===== src/rtl/count_digits_pkg.sv =====
// count_digits_pkg: shared states, mode encodings and width helpers for count_digits_seq.
package count_digits_pkg;

  typedef enum logic [1:0] {IDLE, SCAN, DONE} state_t;

  localparam logic MODE_LOW  = 1'b0;
  localparam logic MODE_HIGH = 1'b1;

  function automatic int ndig(input int width, input int digit_bits);
    return width / digit_bits;
  endfunction

  function automatic int cnt_w(input int width, input int digit_bits);
    return $clog2(width / digit_bits + 1);
  endfunction

  function automatic int idx_w(input int step);
    return step > 1 ? $clog2(step) : 1;
  endfunction

endpackage


===== src/rtl/digit_window_detect.sv =====
// digit_window_detect: flags a nonzero digit in a scan-ordered window and locates the first one.
module digit_window_detect
  import count_digits_pkg::*;
#(
  parameter int DIGIT_BITS = 4,
  parameter int STEP       = 1,
  parameter int FW         = idx_w(STEP)
) (
  input  logic [STEP*DIGIT_BITS-1:0] win,
  output logic                       any_nonzero,
  output logic [FW-1:0]              first_idx
);

  // Walking downward lets the lowest (earliest in scan order) hit win.
  always_comb begin
    any_nonzero = 1'b0;
    first_idx   = '0;
    for (int j = STEP - 1; j >= 0; j--)
      if (|win[j*DIGIT_BITS +: DIGIT_BITS]) begin
        any_nonzero = 1'b1;
        first_idx   = FW'(j);
      end
  end

endmodule


===== src/rtl/count_digits_seq.sv =====
// count_digits_seq: multi-cycle leading/trailing zero-digit counter with valid/ready handshakes.
// COUNT_DIGITS_FASTZERO_EN: zero operands skip SCAN and complete one cycle after acceptance.
module count_digits_seq
  import count_digits_pkg::*;
#(
  parameter int WIDTH      = 32,
  parameter int DIGIT_BITS = 4,
  parameter int STEP       = 1,
  parameter int CNT_W      = cnt_w(WIDTH, DIGIT_BITS)
) (
  input  logic             clk,
  input  logic             rst_n,
  input  logic             in_valid,
  output logic             in_ready,
  input  logic [WIDTH-1:0] a,
  input  logic             mode,
  output logic             out_valid,
  input  logic             out_ready,
  output logic [CNT_W-1:0] s,
  output logic             all_zero
);

  localparam int NDIG = ndig(WIDTH, DIGIT_BITS);
  localparam int WB   = STEP * DIGIT_BITS;
  localparam int FW   = idx_w(STEP);

  state_t             state, state_n;
  logic [WIDTH-1:0]   op, op_n;
  logic               mode_q, mode_n;
  logic [CNT_W-1:0]   idx, idx_n, s_q, s_n;
  logic               az, az_n;
  logic [WB-1:0]      win;
  logic               any_nz;
  logic [FW-1:0]      first_idx;

  // The operand is shifted toward the scan end, so the window always sits at a fixed position.
  always_comb begin
    win = '0;
    for (int j = 0; j < STEP; j++)
      win[j*DIGIT_BITS +: DIGIT_BITS] = mode_q == MODE_HIGH ? op[WIDTH-(j+1)*DIGIT_BITS +: DIGIT_BITS]
                                                            : op[j*DIGIT_BITS +: DIGIT_BITS];
  end

  digit_window_detect #(
    .DIGIT_BITS (DIGIT_BITS),
    .STEP       (STEP),
    .FW         (FW)
  ) u_detect (
    .win         (win),
    .any_nonzero (any_nz),
    .first_idx   (first_idx)
  );

  always_comb begin
    state_n = state;
    op_n    = op;
    mode_n  = mode_q;
    idx_n   = idx;
    s_n     = s_q;
    az_n    = az;
    unique case (state)
      IDLE: if (in_valid) begin
        op_n    = a;
        mode_n  = mode;
        idx_n   = '0;
        s_n     = '0;
        az_n    = 1'b0;
        state_n = SCAN;
`ifdef COUNT_DIGITS_FASTZERO_EN
        if (a == '0) begin
          s_n     = CNT_W'(NDIG);
          az_n    = 1'b1;
          state_n = DONE;
        end
`else
`endif
      end
      SCAN: if (any_nz) begin
        s_n     = idx + CNT_W'(first_idx);
        az_n    = 1'b0;
        state_n = DONE;
      end else begin
        op_n  = mode_q == MODE_HIGH ? op << WB : op >> WB;
        idx_n = idx + CNT_W'(STEP);
        if (idx_n == CNT_W'(NDIG)) begin
          s_n     = CNT_W'(NDIG);
          az_n    = 1'b1;
          state_n = DONE;
        end
      end
      DONE: state_n = out_ready ? IDLE : DONE;
      default: state_n = IDLE;
    endcase
  end

  always_ff @(posedge clk) begin
    if (!rst_n) begin
      state  <= IDLE;
      op     <= '0;
      mode_q <= MODE_LOW;
      idx    <= '0;
      s_q    <= '0;
      az     <= 1'b0;
    end else begin
      state  <= state_n;
      op     <= op_n;
      mode_q <= mode_n;
      idx    <= idx_n;
      s_q    <= s_n;
      az     <= az_n;
    end
  end

  assign in_ready  = state == IDLE;
  assign out_valid = state == DONE;
  assign s         = s_q;
  assign all_zero  = az;

endmodule


===== config.mk =====
export PLATFORM = sky130hd
export DESIGN_NAME = count_digits_seq
export DESIGN_NICKNAME = d
export VERILOG_FILES = /design/src/rtl/count_digits_pkg.sv /design/src/rtl/digit_window_detect.sv /design/src/rtl/count_digits_seq.sv
export SDC_FILE = /design/constraint.sdc
export NUM_CORES = 1
export LEC_CHECK = 0
export BUFFER_PORTS_ARGS = -buffer_cell sky130_fd_sc_hd__clkbuf_2
export CORE_MARGIN = 1
export CORE_UTILIZATION = 55
export DETAILED_ROUTE_END_ITERATION = 12
export GPL_ROUTABILITY_DRIVEN = 1
export GPL_TIMING_DRIVEN = 0
export PLACE_DENSITY = 0.79
export SYNTH_ARGS = -nofsm -noshare
export SYNTH_HDL_FRONTEND = slang
export SYNTH_SLANG_ARGS = --single-unit
export TNS_END_PERCENT = 100

===== constraint.sdc =====
create_clock -name clk -period 2.1 [get_ports clk]
set_input_delay 0.105 -clock clk [delete_from_list [all_inputs] [get_ports clk]]
set_output_delay 0.105 -clock clk [all_outputs]
set_load 0.05 [all_outputs]

Word-level counts from Yosys, hierarchy flattened --
Cells that the tools add are included.
Operators by class: add/subtract/negate cells 1, equal/unequal tests 6, multiplexer cells 21, reductions and logical operators 7
Operators with widths (number):
- two-way mux 32 bit | 3
- one-hot mux 32 bit (2 select lines) | 1
- two-way mux 4 bit | 5
- one-hot mux 4 bit (2 select lines) | 2
- two-way mux 2 bit | 4
- one-hot mux 2 bit (3 select lines) | 1
- AND reduction 3 bit | 2
- adder 4 x 1 -> 4 bit, second input constant | 1
- equality test 4 bit, second input constant | 1
- two-way mux 1 bit | 4
- inequality test 2 bit, second input constant | 2
- AND reduction 2 bit | 2
- OR reduction 4 bit | 1
- inequality test 3 bit, second input constant | 1
- equality test 2 x 1 -> 1 bit, second input constant | 1
- equality test 2 bit, second input constant | 1
- logical NOT 2 bit | 1
- one-hot mux 1 bit (2 select lines) | 1
- nonzero test 2 bit | 1
Word-level totals: register bits 44, bits of input ports 37, logic and storage cells 41

Depth between registers and ports, before layout --
Gate-level depths: netlist of the first run.
depth after elaboration 5, mapped depth 8, depth with buffers taken out 5

Hierarchy --
From an unflattened synthesis of the first run, not the netlist that was laid out.
Unflattened totals: cells, all modules 281, area, all modules 2358.5 um2
Modules (own cells, without submodules):
- count_digits_seq | times used 1, cells an instance 278, area an instance 2339.7 um2, sequential area each 880.8 um2
- digit_window_detect | times used 1, cells an instance 3, area an instance 18.8 um2, sequential area each 0.0 um2

Least setup slack after synthesis of the first run --
No wires, ideal clock.
path type reg2reg, start register state[0], end register op[27], library setup time 0.126 ns, arrival 1.559 ns, data required time 1.974 ns, setup slack 0.414 ns, cell stages (with the launch flop) 9, period minus slack after synthesis 1.686 ns, cell sequence dfxtp_1 > buf_6 > or3b_1 > buf_6 > and2_4 > buf_6 > o21ai_4 > buf_12 > o221ai_2
On the way: cells in the longest elaborated chain, start to end 3, elaborated cells on any way between the ends 7, classes of those cells 3 x eq/ne; 1 x mux; 3 x reduce/logical
RTL lines:
- start, declared | line count_digits_seq.sv:27 | state_t state, state_n;
- start signal, assigned | line count_digits_seq.sv:105 | state <= state_n;
- equality test 2 x 1 -> 1 bit / logical NOT 2 bit (equally long branches) | line count_digits_seq.sv:61 | unique case (state)
- inequality test 2 bit (no source line) / nonzero test 2 bit (equally long branches)
- AND reduction 3 bit (no source line)
- end signal, assigned | line count_digits_seq.sv:106 | op <= op_n;
- end, declared | line count_digits_seq.sv:28 | logic [WIDTH-1:0] op, op_n;
Several ways; a longest one is shown, not always the timed one. A chain may end at the register's enable or synchronous reset.

Final worst setup path of the first run --
start register mode_q, end register op[10]
On the way: cells in the longest elaborated chain, start to end 5, elaborated cells on any way between the ends 8, classes of those cells 1 x eq/ne; 5 x mux; 2 x reduce/logical
RTL lines:
- start, declared | line count_digits_seq.sv:29 | logic mode_q, mode_n;
- start signal, assigned | line count_digits_seq.sv:107 | mode_q <= mode_n;
- two-way mux 4 bit | line count_digits_seq.sv:40 | win[j*DIGIT_BITS +: DIGIT_BITS] = mode_q == MODE_HIGH ? op[WIDTH-(j+1)*DIGIT_BITS +: DIGIT_BITS]
- OR reduction 4 bit | line digit_window_detect.sv:19 | if (|win[j*DIGIT_BITS +: DIGIT_BITS]) begin
- two-way mux 1 bit | line digit_window_detect.sv:19
- inequality test 2 bit (no source line)
- AND reduction 3 bit (no source line)
Several ways; a longest one is shown, not always the timed one. The select of a mux whose other input is x is not followed.

==> results of run 1 <==
layout make-up:
cell class / instances / share of cell area [%]
tap: 50 / 2.26
inverter: 27 / 3.67
sequential: 44 / 31.9
buffer: 19 / 4.98
timing repair buffer: 43 / 7.78
multi-input combinational: 163 / 46.2
clock buffer: 8 / 3.26
flip-flops by register name, indices dropped and copies added, names as in the netlist:
| register | cells |
|---|---|
| s | 4 |
| idx | 4 |
| all_zero | 1 |
| op | 32 |
| mode_q | 1 |
| state | 2 |
Yosys cell counts (all sizes together), types with 2 or more instances:
library cell / n / area [sq um]
nor2b: 2 / 12.5
buf: 14 / 119
nor3: 2 / 10.0
nor2: 4 / 15.0
o21ai: 2 / 21.3
or3: 2 / 12.5
nand3: 18 / 90.1
a21oi: 7 / 35.0
nor3b: 3 / 22.5
a21boi: 6 / 45.0
clkbuf: 5 / 18.8
inv: 27 / 101
mux2i: 28 / 280
o211ai: 3 / 27.5
a22oi: 3 / 22.5
o221ai: 28 / 364
and2: 4 / 27.5
nand2: 32 / 123
a32o: 3 / 30.0
dfxtp: 44 / 881
report_power, final:
part / total (mW) / internal [mW] / switching (mW) / leakage (nW)
registers: 1.00 / 0.924 / 0.0797 / 0.360
clock network: 0.547 / 0.269 / 0.278 / 0.0455
logic: 0.628 / 0.252 / 0.376 / 0.619
total: 2.18 / 1.44 / 0.734 / 1.02
critical path, stage by stage, from the launching register on:
cell,delay [ns]
dfxtp_1,0.40
nor3b_1,0.47
o2bb2a_2,0.35
o21ai_4,0.33
buf_12,0.19
o221ai_2,0.09
metal layers:
metal | part of all wire, % | up-vias | track usage [%]
met2 | 46 | 62 | 37.7
met3 | 5.3 | 2 | 5.00
met5 | 0 | - | 0
met1 | 48 | 936 | 35.7
met4 | 0.27 | 0 | 5.47
li1 | - | 1021 | -
cells by family (layout without fill, tap and decap cells):
| family | after synthesis | count (layout) | synth area share, % |
|---|---|---|---|
| AND/OR/NAND/NOR | 74 | 74 | 15.1 |
| flip-flops | 44 | 44 | 36.7 |
| buffers and inverters | 46 | 97 | 9.97 |
| multiplexers | 28 | 28 | 11.7 |
| adder cells (fa/ha/maj) | 1 | 1 | 0.522 |
| AO/OA/AOI/OAI | 60 | 60 | 25.9 |
stage by stage:
| step | hold slack [ns] | utilization [%] | cells | instance area, sq um |
|---|---|---|---|---|
| after detailed placement | 0.313 | 65.5 | 346 | 2680 |
| after global routing | 0.0127 | 67.7 | 354 | 2770 |
| after global placement | 0.309 | 65.5 | 346 | 2680 |
| after CTS | 0.00442 | 67.7 | 354 | 2770 |
| final | 0.0100 | 67.7 | 354 | 2770 |
| after floorplan | 0.221 | - | 253 | 2400 |
path summary, 6_finish.rpt:
path                  startpoint                  end  slack (ns)  cells after the start
max          mode_q$_SDFFE_PN0P_  op[10]$_SDFFE_PN0P_        0.15                      5
min                        a[21]  op[21]$_SDFFE_PN0P_        0.01                      3
max reg2reg  mode_q$_SDFFE_PN0P_  op[10]$_SDFFE_PN0P_        0.15                      5
min reg2reg    s[3]$_SDFFE_PN0P_    s[3]$_SDFFE_PN0P_        0.44                      2
==> impl_results.md, run 1 <==
* Post-synth EDFFs at 0
* Antenna violations before repair at 0
* Routability Congestion at between 0.7 and 0.8
* Post-Place Worst Slack at 0.185 ns
* Max rail drop VDD at approximately 400 uV
* Setup violators final at 0
* GR Overflow Total at 0
* Post_cts resized at 0
* Starting DRT DRC Count at about 150
* Yosys Warn Count at 0
* Post-synthesis net count at 291
* Min Clock Period, post-route at slightly below 2 ns
* Layout cell share with drive strength beyond 1 at ~30%
* Synth Flop Type: dfxtp_1
* Syn Inst Count at approximately 250
* Yosys cell types at 43
* Worst-path clk slew at ~0.080 ns
* Net count reported at finish at between 300 and 400
* Area grow syn2layout at 15.3%
* Ys async rst share at 0%
* Final WS setup at 0.148 ns
* CP required at between 2 and 2.5 ns
* First-pass iteration count of the detailed router at 5
* Highest clock rate at between 500 and 600 MHz
* Fin. max-slew vios at 0
* Seq cells post-synth at 44
* Post-CTS Setup Inserts at 0
* # diodes at 0
* Vias at a little over 2000
* Final Hold Viols at 0
* Clock Latency Late Sink at between 0.2 and 0.3 ns
* Period utilisation layout at ~93%
* Max Buffers Root-to-Sink at 2
* Synth Area per Inst at about 9.5 sq um
* Fill count at between 300 and 400
* Port bufs at 43
* Clk root buf: clkbuf_8
* Vias per cell at 5.71
* IO Pins at 44
* Worst Path Max Fanout at 10
* Tightest Pin Transition at ~0.65 ns
* Max-slew headroom at between 50% and 60%
* WS Path Type: flip-flop to flip-flop
* RSZ-0062 raised after global routing: false
* Commonest non-fill, non-tap cell in the layout: dfxtp_1
* Multi-input gate area at 1280 sq um
* Total negative slack at 0 ns
* Max H-tree Level at 2
* Routed Antenna Nets at 0
* Crit path DAT at 2.13 ns
* Status: completed
* Post-Route WL at 5230 um
* Core Region at slightly above 4000 sq um
* Drt wl/cell at approximately 15 um
* Clock Sinks at 44
* Die height at just under 70 um
* Rows at 23
* Static leakage at 1.02 nW
* Post-synthesis cell area at 2400 sq um
* Hold Path Class: primary input to flip-flop
* Tot GR Track Use at 24.7%
* Power density cells at 788 nW/um^2
* DRC Markers at 0
* Die area at 4630 sq um
* CP startpoint kind: flip-flop
* Initial Util at about three fifths
* Clock Skew at 0.00667 ns
* Max-Cap Viols at 0
* Overall power at around 2.2 mW
* CTS tree: yes
* Most frequent cells in the layout: dfxtp_1 (44), clkbuf_2 (43), nand2_1 (31)
* DP HPWL at 3850 um
* Post-CTS Hold Fix Bufs at 0
* Largest net degree at the start of global routing at 13
* CP endpoint kind: flip-flop
* Global-route wire length before repair at about 8500 um
* Vias in the first global route at around 1800
* Chip width at between 60 and 70 um
* Reg area at between 800 and 900 sq um
* Sequential fraction of the synthesis area at ~37%
* CTS Buf Count at 5
(Power assumes the default switching activity.)
==> run 2, diff against run 1 <==
--- a/config.mk
+++ b/config.mk
@@ -12,6 +12,7 @@
 export GPL_ROUTABILITY_DRIVEN = 1
 export GPL_TIMING_DRIVEN = 0
 export PLACE_DENSITY = 0.79
+export RECOVER_POWER = 25
 export SYNTH_ARGS = -nofsm -noshare
 export SYNTH_HDL_FRONTEND = slang
 export SYNTH_SLANG_ARGS = --single-unit
==> impl_results.md, run 2 (same netlist as run 1, synthesis figures left out) <==
* Crit-path cells: nor3b_1, o2bb2a_2, o21ai_4, buf_12, o221ai_2
* Commonest non-fill, non-tap cell in the layout: dfxtp_1
* Max rail drop VDD at about 410 uV
* IO Pins at 44
* Hold Path Class: primary input to flip-flop
* Routability Congestion at approximately 0.79
* Post-Place Worst Slack at 0.185 ns
* Power density cells at between 700 and 800 nW/um^2
* Met2 WL at ~2400 um
* Max stage delay on crit path at 0.47 ns
* Post-Route WL at approximately 5200 um
* Metal3 WL at around 250 um
* Layout cell share with drive strength beyond 1 at 27.0%
* Post_cts resized at 0
* WHS Path Cells at 3
* Setup violators final at 0
* Met1 wire length at between 2000 and 3000 um
* Tot GR Track Use at between 20% and 30%
* Clock Latency Late Sink at ~0.30 ns
* Critical path's top delay family: compound AO/OA/AOI/OAI gates
* Worst Path Max Fanout at 10
* Largest net degree at the start of global routing at 13
* Antenna violations before repair at 0
* First-pass iteration count of the detailed router at 5
* Final WS setup at 0.145 ns
* Max layer used: met4
* Clock Skew at just under 0.009 ns
* CP required at around 2.3 ns
* Die height at approximately 68 um
* Max Buffers Root-to-Sink at 2
* Slowest stage cell, crit path: nor3b_1
* Initial Util at between 50% and 60%
* Highest clock rate at around 500 MHz
* Status: completed
* Die area at between 4000 and 5000 sq um
* DP HPWL at around 3800 um
* Clock Sinks at 44
* Vias in the first global route at roughly 1800
* Final Non-Filler Cells at approximately 350
* Period utilisation layout at approximately 93%
* RSZ-0062 raised after global routing: false
* Core Region at approximately 4100 sq um
* Max H-tree Level at 2
* CTS tree: yes
* Clk root buf: clkbuf_8
* Max-slew headroom at between 50 and 60%
* Vias at 2020
* CP startpoint kind: flip-flop
* Post-CTS Hold Fix Bufs at 0
* R2r setup slk at around 0.15 ns
* Max reg flops at 32
* Net count reported at finish at 341
* GR Overflow Total at 0
* Total placed cells including tap cells at between 300 and 400
* CTS Buf Count at 5
* Reg2Reg Depth at 5
* Static leakage at ~1 nW
* CP endpoint kind: flip-flop
* Reg2reg end: op[19]$_SDFFE_PN0P_
* Fin. max-slew vios at 0
* Global-route wire length before repair at roughly 8500 um
* Overall power at 2.17 mW
* Crit path DAT at approximately 2.1 ns
* Port bufs at 43
* Post-CTS Setup Inserts at 0
* Rows at 23
* Fin Hold WS at just under 0.008 ns
* WS Path Type: flip-flop to flip-flop
* Starting DRT DRC Count at approximately 150
* Max-Cap Viols at 0
* Hold_sp: a[21]
* Final Hold Viols at 0
* Fill count at between 300 and 400
* Total negative slack at 0 ns
* Tightest Pin Transition at 0.674 ns
* Drt wl/cell at around 15 um
* Worst-path clk slew at roughly 0.080 ns
* Area grow syn2layout at 14.7%
* Chip width at a little under 70 um
* # diodes at 0
* Most frequent cells in the layout: dfxtp_1 (44), clkbuf_2 (36), nand2_1 (31)
* Most flops, register: op
* Vias per cell at ~5.7
* Min Clock Period, post-route at around 2 ns
* RR Startpoint: mode_q$_SDFFE_PN0P_
* DRC Markers at 0
* Hold Path Sink: op[21]$_SDFFE_PN0P_
* Routed Antenna Nets at 0
* Buf+Inv Stages, Crit Path at 1
[run 2: power by group]
group | total [mW] | internal (mW) | switching (mW) | leakage, nW
sequential | 1.00 | 0.924 | 0.0795 | 0.360
clock | 0.550 | 0.269 | 0.281 | 0.0455
combinational | 0.621 | 0.245 | 0.375 | 0.591
total | 2.17 | 1.44 | 0.736 | 0.997
[run 2: metal layers]
| layer | vias to the layer above | GRT usage (%) |
|---|---|---|
| li1 | 1020 | - |
| met1 | 940 | 35.7 |
| met2 | 58 | 37.7 |
| met3 | 2 | 5.00 |
| met4 | 0 | 5.47 |
| met5 | - | 0 |
[run 2: worst min-delay path, cell delays in order]
cell and delay, ns:
clkbuf_2 0.07, nand2_1 0.05, o221ai_2 0.05
[run 2: through the flow]
stage,area [sq um],util (%)
after detailed placement,2680,65.5
after CTS,2770,67.7
after global placement,2680,65.5
after floorplan,2400,-
after global routing,2750,67.3
final,2750,67.3
[run 2: final cells by class]
| class | count | area [sq um] | area share [%] |
|---|---|---|---|
| Multi-Input combinational cell | 163 | 1280 | 46.5 |
| Sequential cell | 44 | 881 | 32.0 |
| Timing Repair Buffer | 43 | 206 | 7.51 |
| Buffer | 19 | 130 | 4.73 |
| Inverter | 27 | 101 | 3.69 |
| Clock buffer | 8 | 90.1 | 3.28 |
| Tap cell | 50 | 62.6 | 2.28 |
[run 2: worst max path at each step]
stage | from | to | slack [ns] | cells past startpoint
finish | mode_q$_SDFFE_PN0P_ | op[19]$_SDFFE_PN0P_ | 0.15 | 5
global route | mode_q$_SDFFE_PN0P_ | op[25]$_SDFFE_PN0P_ | 0.05 | 5
CTS | mode_q$_SDFFE_PN0P_ | op[26]$_SDFFE_PN0P_ | 0.15 | 5
detailed placement | mode_q$_SDFFE_PN0P_ | op[15]$_SDFFE_PN0P_ | 0.19 | 5
global placement | mode_q$_SDFFE_PN0P_ | op[26]$_SDFFE_PN0P_ | 0.19 | 5
floorplan | state[0]$_SDFFE_PN0P_ | op[27]$_SDFFE_PN0P_ | 0.41 | 8
